<file path="src/rtl/tcount_share_arb_pkg.sv">
// Shared FSM encoding and default sizing for the tcount_share_arb slice.
package tcount_pkg;

    typedef enum logic [1:0] {
        IDLE = 2'd0,
        RUN  = 2'd1,
        DONE = 2'd2
    } state_t;

    localparam int N_REQ_DEF = 4;
    localparam int CNT_W_DEF = 3;

endpackage

</file>
<file path="src/rtl/tcount_share_arb_core.sv">
// CNT_W-bit synchronous up-counter made of per-bit T flip-flops on one clock.
// Bit i toggles when enabled and all lower bits are one; clear wins over enable.
module tcount_core
    import tcount_pkg::*;
#(
    parameter int CNT_W = CNT_W_DEF
)(
    input  logic             clk,
    input  logic             i_clear,
    input  logic             i_en,
    output logic [CNT_W-1:0] o_q
);

    logic [CNT_W-1:0] r_q;
    logic [CNT_W-1:0] w_t;

    always_comb begin
        logic [CNT_W-1:0] w_mask;
        w_t    = '0;
        w_mask = '0;
        for (int unsigned i = 0; i < CNT_W; i++) begin
            w_mask = CNT_W'((64'd1 << i) - 64'd1);
            w_t[i] = i_en & ((r_q & w_mask) == w_mask);
        end
    end

    for (genvar g = 0; g < CNT_W; g++) begin : g_tff
        always_ff @(posedge clk) begin
            if (i_clear)
                r_q[g] <= 1'b0;
            else if (w_t[g])
                r_q[g] <= ~r_q[g];
        end
    end

    assign o_q = r_q;

endmodule

</file>
<file path="src/rtl/tcount_share_arb.sv">
// Round-robin sharing of one T-FF up-counter among N_REQ timed-interval requesters.
// Optional owner-abort during RUN is enabled by defining TCOUNT_SHARE_ARB_ABORT_EN.
module tcount_share_arb
    import tcount_pkg::*;
#(
    parameter  int N_REQ = N_REQ_DEF,
    parameter  int CNT_W = CNT_W_DEF,
    localparam int IDX_W = $clog2(N_REQ)
)(
    input  logic                   clk,
    input  logic                   reset,
    input  logic [N_REQ-1:0]       req,
    input  logic [N_REQ*CNT_W-1:0] len,
    output logic [N_REQ-1:0]       grant,
    output logic [N_REQ-1:0]       done,
    output logic                   busy,
    output logic [IDX_W-1:0]       owner,
    output logic [CNT_W-1:0]       cnt
);

    state_t           r_state;
    state_t           w_state_nxt;
    logic [IDX_W-1:0] r_owner;
    logic [IDX_W-1:0] r_rr_ptr;
    logic [IDX_W-1:0] w_win;
    logic [CNT_W-1:0] r_target;
    logic [CNT_W-1:0] w_len_win;
    logic [CNT_W-1:0] w_cnt;
    logic             w_any;
    logic             w_clear;
    logic             w_en;
    logic             w_load;
    logic             w_rr_upd;
    int unsigned      w_cand;

    // First set req bit at or above r_rr_ptr, wrapping modulo N_REQ.
    always_comb begin
        w_win  = '0;
        w_any  = 1'b0;
        w_cand = 0;
        for (int unsigned k = 0; k < N_REQ; k++) begin
            w_cand = (32'(r_rr_ptr) + k) % N_REQ;
            if (!w_any && req[w_cand]) begin
                w_any = 1'b1;
                w_win = IDX_W'(w_cand);
            end
        end
    end

    always_comb begin
        w_len_win = '0;
        for (int unsigned i = 0; i < N_REQ; i++) begin
            if (w_win == IDX_W'(i))
                w_len_win = len[i*CNT_W +: CNT_W];
        end
    end

    always_comb begin
        w_state_nxt = r_state;
        w_clear     = reset;
        w_en        = 1'b0;
        w_load      = 1'b0;
        w_rr_upd    = 1'b0;
        case (r_state)
            IDLE: begin
                if (w_any) begin
                    w_state_nxt = RUN;
                    w_load      = 1'b1;
                    w_clear     = 1'b1;
                end
            end
            RUN: begin
                if (w_cnt == r_target)
                    w_state_nxt = DONE;
                else
                    w_en = 1'b1;
`ifdef TCOUNT_SHARE_ARB_ABORT_EN
                // Owner withdrawal overrides both counting and completion.
                if (!req[r_owner]) begin
                    w_state_nxt = IDLE;
                    w_en        = 1'b0;
                    w_rr_upd    = 1'b1;
                end
`endif
            end
            DONE: begin
                w_state_nxt = IDLE;
                w_rr_upd    = 1'b1;
            end
            default: w_state_nxt = IDLE;
        endcase
    end

    always_ff @(posedge clk) begin
        if (reset) begin
            r_state  <= IDLE;
            r_owner  <= '0;
            r_target <= '0;
            r_rr_ptr <= '0;
        end else begin
            r_state <= w_state_nxt;
            if (w_load) begin
                r_owner  <= w_win;
                r_target <= w_len_win;
            end
            if (w_rr_upd)
                r_rr_ptr <= (r_owner == IDX_W'(N_REQ-1)) ? '0 : r_owner + 1'b1;
        end
    end

    tcount_core #(.CNT_W(CNT_W)) u_core (
        .clk     (clk),
        .i_clear (w_clear),
        .i_en    (w_en),
        .o_q     (w_cnt)
    );

    always_comb begin
        grant = '0;
        done  = '0;
        if (r_state == RUN)
            grant[r_owner] = 1'b1;
        if (r_state == DONE)
            done[r_owner] = 1'b1;
    end

    assign busy  = (r_state == RUN) || (r_state == DONE);
    assign owner = r_owner;
    assign cnt   = w_cnt;

endmodule
</file>
<file path="config.mk">
export PLATFORM = sky130hd
export DESIGN_NAME = tcount_share_arb
export DESIGN_NICKNAME = d
export VERILOG_FILES = /design/src/rtl/tcount_share_arb_pkg.sv /design/src/rtl/tcount_share_arb_core.sv /design/src/rtl/tcount_share_arb.sv
export SDC_FILE = /design/constraint.sdc
export NUM_CORES = 1
export LEC_CHECK = 0
export BUFFER_PORTS_ARGS = -buffer_cell sky130_fd_sc_hd__buf_4
export CAP_MARGIN = 5
export CORE_MARGIN = 8
export CORE_UTILIZATION = 51
export DETAILED_ROUTE_END_ITERATION = 10
export HOLD_SLACK_MARGIN = 0.03
export PLACE_DENSITY = 0.87
export SYNTH_ARGS = -nofsm -noshare
export SYNTH_HDL_FRONTEND = slang
export SYNTH_HIERARCHICAL = 1
export SYNTH_SLANG_ARGS = --single-unit
</file>
<file path="constraint.sdc">
create_clock -name clk -period 4.7 [get_ports clk]
set_clock_uncertainty 0.15 [all_clocks]
set_input_delay 0 -clock clk [delete_from_list [all_inputs] [get_ports clk]]
set_output_delay 0 -clock clk [all_outputs]
set_load 0.01 [all_outputs]
</file>
# == Word level (Yosys, flattened, before mapping) ==
# Cells that the tools add are included.
# totals
out_inout_bits,14
latch_bits,0
elab_cells,78
inputBits,18
mem_bits_rw,0
n_memories,0
rom_bits,0
reg_bits,12
# op_classes
n_mux,35
magnitude_cmp,6
eq_ne,10
div,0
reduce_logical,11
n_mul,0
addsub,4
shift,0
bitwise,5
# ops
operator,n
$mux W1,16
$lt A2 B3 Y1 const B,5
$mux W2,7
$mux W3,4
$eq A2 B2 Y1 const B,5
$bmux W1 S2,4
$mux W4,2
$add A2 B1 Y2 const B,2
$add A2 B2 Y2 const B,2
$eq A2 B1 Y1 const B,2
$logic_and A1 B1 Y1,4
$logic_not A2 Y1,2
$ne A2 B2 Y1 const B,2
$pmux W2 S2,1
$eq A3 B3 Y1,1
$logic_not A1 Y1,3
$not A1 Y1,3
$and A1 B1 Y1,2
$demux W1 S2,1
$ge A2 B1 Y1 const B,1
$reduce_and A2 Y1,1
$logic_or A1 B1 Y1,1

# == Logic depth before layout (Yosys ltp) ==
# depth
ltp_word,17
mapped_depth,6
ltp_nobuf,6

# == Cells and area by module ==
# Netlist, hierarchy kept.
# by_module_without_submodules
mod,n_inst,cells_each,area_per_inst_um2,seq_area_each_um2
tcount_share_arb,1,78,735.7,180.2
tcount_core,1,12,131.4,60.1

# == Worst setup path after synthesis ==
# OpenSTA, ideal clock, no wires.
# synth_path
path_kind,register to register
start,reg r_state[0]
end,reg r_target[1]
required_ns,4.471
t_arrival_ns,1.427
period_less_slack_ns,1.656
n_path_buf,0
stages_incl_launch_ff,6
setup_slack_ns,3.044
setup_ns,0.079
path_cell_list,dfxtp_1 > inv_1 > ha_1 > o41ai_4 > or4_4 > o221ai_2
# synth_via
elab_chain_cells,2
# synth_rtl
element,line_no,source
start: declaration,tcount_share_arb.sv:21,state_t r_state;
start signal: assignment,tcount_share_arb.sv:101,r_state <= w_state_nxt;
$logic_not A2 Y1,tcount_share_arb.sv:64,case (r_state)
$mux W1,tcount_share_arb.sv:64,
end signal: assignment,tcount_share_arb.sv:104,r_target <= w_len_win;
end: declaration,tcount_share_arb.sv:26,logic [CNT_W-1:0] r_target;
# Every way passes these cells.
# A chain may end at the register's enable or synchronous reset.

# == Final worst setup path ==
# layout_path
start,reg r_rr_ptr[1]
end,reg r_target[0]
# layout_via
elab_chain_cells,17
word_cells_on_any_way,35
classes_between,add/sub (3); eq/ne (3); mux (22); reduce/logical (7)
# layout_rtl
element,line_no,source
start: declaration,tcount_share_arb.sv:24,logic [IDX_W-1:0] r_rr_ptr;
start signal: assignment,tcount_share_arb.sv:107,r_rr_ptr <= (r_owner == IDX_W'(N_REQ-1)) ? '0 : r_owner + 1'b1;
"parallel branches: the longest is 17 deep, another holds $add A2 B1 Y2",n/a,
# Parallel ways; which one is timed is not known. The select of a mux whose other input is x is not followed.

==> impl_metrics.py <==
metrics = {
    "power_and_ir_drop": {
        "power_leakage_uw": 0.000600,
        "ir_worst_vdd_mv": 0.316,
        "p_clk_share_pct": 13.4,
        "power.density_nw_per_um2": 381,
        "sw_frac_of_total_pct": 40.2,
        "pwr-share-seq_pct": 30.4,
        "p_sw_uw": 196,
        "fin_total_pwr_uw": 487,
        "p_comb_share_pct": 56.1,
        "p_int_uw": 292,
    },
    "global_route": {
        "grt_start_max_net_pins": 13,
        "grt_pass1_wl_um": 4690,
        "first_global_vias": 928,
        "grt_overflow": 0,
        "antenna_found_initial": 0,
        "grt.total_usage_pct": 18.5,
    },
    "worst_setup_path": {
        "path_buf_inv": 2,
        "worstSetupEndpointType": "flip-flop",
        "critical_path.startpoint": "r_rr_ptr[1]",
        "r2r_start": "r_rr_ptr[1]",
        "cp_data_required_time_ps": 4720,
        "worst-path-stages": 6,
        "cp_max_fo": 7,
        "cp-start-kind": "flip-flop",
        "timing.rr.end": "r_target[0]",
        "crit_path_frequent_cell": "dlygate4sd3_1",
        "worst-setup-path-type": "reg -> reg",
        "critPathMaxStageDelay_ps": 590,
        "cpMaxStageDelayCell": "dlygate4sd3_1",
        "cp-endpoint": "r_target[0]",
        "crit_path_cell_trace": "a21boi_1 -> o221ai_4 -> mux2i_1 -> dlygate4sd3_1 -> o221ai_1 -> dlygate4sd3_1",
        "rrSetupSlack_ps": 1930,
        "arrival_ps": 2790,
        "ff2ff_path_depth": 6,
        "critPathTopFamily": "buffers and inverters",
    },
    "status": {
        "status": "completed",
    },
    "routing": {
        "drc": 0,
        "via_per_inst": 5.62,
        "drt_iter0_markers": 39,
        "wl_um": 2780,
        "antenna_left": 0,
        "routed-via-count": 866,
        "wl_per_cell_um": 18.1,
        "drt_pre_antenna_iters": 4,
    },
    "clock_network": {
        "insertion_delay_ps": 280,
        "cts_tree": "built",
        "htree_levels": 1,
        "clk_transition_reported_paths_ps": 80,
        "cts.sinks": 12,
        "cts_root_buffer": "clkbuf_4",
        "cts_buffer_depth": 2,
        "cts_buffers": 3,
        "cts-resized-gates": 0,
    },
    "logic_synthesis": {
        "synth.distinct_cells": 35,
        "synth_seq_area_share_pct": 27.7,
        "synth_seq_cells": 12,
        "synth_warnings": 6,
        "netlist_area_sq_um": 867,
        "netlist_instances": 90,
        "syn_area_per_cell_sq_um": 9.63,
        "syn_nets": 115,
    },
    "layout": {
        "final_common_cell": "buf_4",
        "antenna_cells": 0,
        "multi_input_area_sq_um": 604,
        "n_fill_cell": 116,
        "final_cell_count_no_fill": 154,
        "syn_to_final_growth_pct": 47.6,
        "most-common-layout-cells": "31 x buf_4, 14 x dlygate4sd3_1, 12 x dfxtp_1",
        "nets": 164,
        "regArea_sq_um": 240,
        "drive_above_1_share_pct": 31.4,
    },
    "sta": {
        "tightestPinTransition_ps": 531,
        "hold_viol": 0,
        "slew_viol_final": 0,
        "setup_viol": 0,
        "tns_ps": 0,
        "rsz0062_at_grt": "false",
        "max_freq_mhz": 361,
        "max-slew-margin-rel_pct": 64.5,
        "period_minus_slack_ps": 2770,
        "post-route-period-util_pct": 59.0,
    },
    "place": {
        "dp_hpwl_um": 1770,
        "io_buffer_count": 31,
        "gp_congestion": 0.771,
        "dp_cells": 137,
    },
    "floorplanning": {
        "rows": 15,
        "die_w_um": 57.2,
        "start_util_pct": 51.9,
        "core_area_sq_um": 1670,
        "io_pins": 32,
        "dieArea_sq_um": 3280,
        "die_h_um": 57.2,
    },
    "hold_path": {
        "min_path_type": "in -> reg",
    },
    "flow_run": {
        "cap_violations": 0,
    },
}
-- flip-flops by register name, indices dropped and copies added (netlist names) --
register and count:
owner 2, u_core/o_q 3, r_state 2, r_rr_ptr 2, r_target 3
-- worst min-delay path by stage --
stage	start	slack, ps	end	cells past startpoint
2_1_floorplan	len[10]	50	r_target[1]	2
3_3_place_gp	reset	100	owner[0]	2
3_5_place_dp	reset	110	owner[0]	2
4_1_cts	req[2]	70	u_core/o_q[1]	4
5_1_grt	req[2]	120	u_core/o_q[1]	4
6_report	req[2]	90	u_core/o_q[1]	4
-- per-stage QoR --
stage / worst slack [ps] / cell area [sq um] / hold WS [ps] / utilization (%)
after floorplan: 3040 / 867 / 47.3 / -
after CTS: 2030 / 1280 / 67.2 / 76.6
after global routing: 1860 / 1280 / 117 / 76.6
after detailed placement: 2910 / 1120 / 111 / 66.9
final: 1930 / 1280 / 88.9 / 76.6
after global placement: 3010 / 1120 / 101 / 66.9
-- tightest hold or removal path, stage by stage --
cell and delay [ps]:
buf_4 120, o41ai_4 140, nand2b_1 160, a21oi_1 50
-- synthesized netlist by cell type --
cell type  number  share of area, %
and2_1          8               5.8
dfxtp_1        12                28
a21bo_2         1               1.2
mux2_4          1               1.7
and2b_1         1              0.87
nor3b_1         1              0.87
nand2_1         2              0.87
nor2_1          9               3.9
a311oi_1        1               1.0
nand3_2         1               1.2
clkbuf_1        1              0.43
a2111oi_0       1               1.0
nand3b_1        4               3.5
o221ai_2        1               1.7
xnor2_1         1               1.0
nor2b_1         1              0.72
a21boi_1        1              0.87
o221ai_1        2               2.0
or3b_4          1               1.3
a21oi_1         4               2.3
or3_1           1              0.72
o221ai_4        1               3.0
or4_4           1               1.3
o41ai_4         1               3.2
ha_1            7                10
mux2i_1         9                10
nor4_1          1              0.72
nand2b_1        2               1.4
o31a_1          1               1.0
o21ai_1         1              0.58
inv_1           5               2.2
nor3_1          1              0.58
mux2_2          1               1.3
xor2_1          3               3.0
o21ai_0         1              0.58
-- routing by layer --
| metal | up-vias | share of wire [%] | wire length, um | GRT usage (%) |
|---|---|---|---|---|
| met3 | 11 | 6.2 | 173 | 7.40 |
| li1 | 420 | - | - | - |
| met2 | 32 | 51 | 1410 | 31.4 |
| met4 | 0 | 2.7 | 74 | 7.50 |
| met5 | - | 0 | 0 | 0 |
| met1 | 403 | 41 | 1130 | 19.8 |
-- area by class of cell --
cell class                      count  area share, %
Multi-Input combinational cell     72           47.2
Clock buffer                        3           1.76
Tap cell                           17           1.66
Inverter                            5           1.47
Timing Repair Buffer               45           29.1
Sequential cell                    12           18.8
-- what timing repair did --
item | in CTS | in global routing
hold buffers | 14 | 0
hold endpoints to repair | 11 | 0
setup buffers | 0 | 0
-- power by group through the flow --
stage / clock network [uW] / registers, uW / logic (uW)
after detailed placement: 0 / 149 / 234
after floorplan: 0 / 146 / 156
after global placement: 0 / 148 / 221
final: 65.5 / 148 / 273
after global routing: 73.5 / 151 / 296
after CTS: 66.4 / 147 / 262
-- cell families (layout without fill, tap and decap cells) --
family                   Yosys count  after routing  synth area share, %
AND/OR/NAND/NOR                   34             34                 23.7
AO/OA/AOI/OAI                     16             16                 18.5
flip-flops                        12             12                 27.7
multiplexers                      11             11                 13.4
adder cells (fa/ha/maj)            7              7                 10.1
buffers and inverters              6             53                 2.60
XOR/XNOR                           4              4                 4.04
No activity file was read; power rests on OpenSTA's default activity.
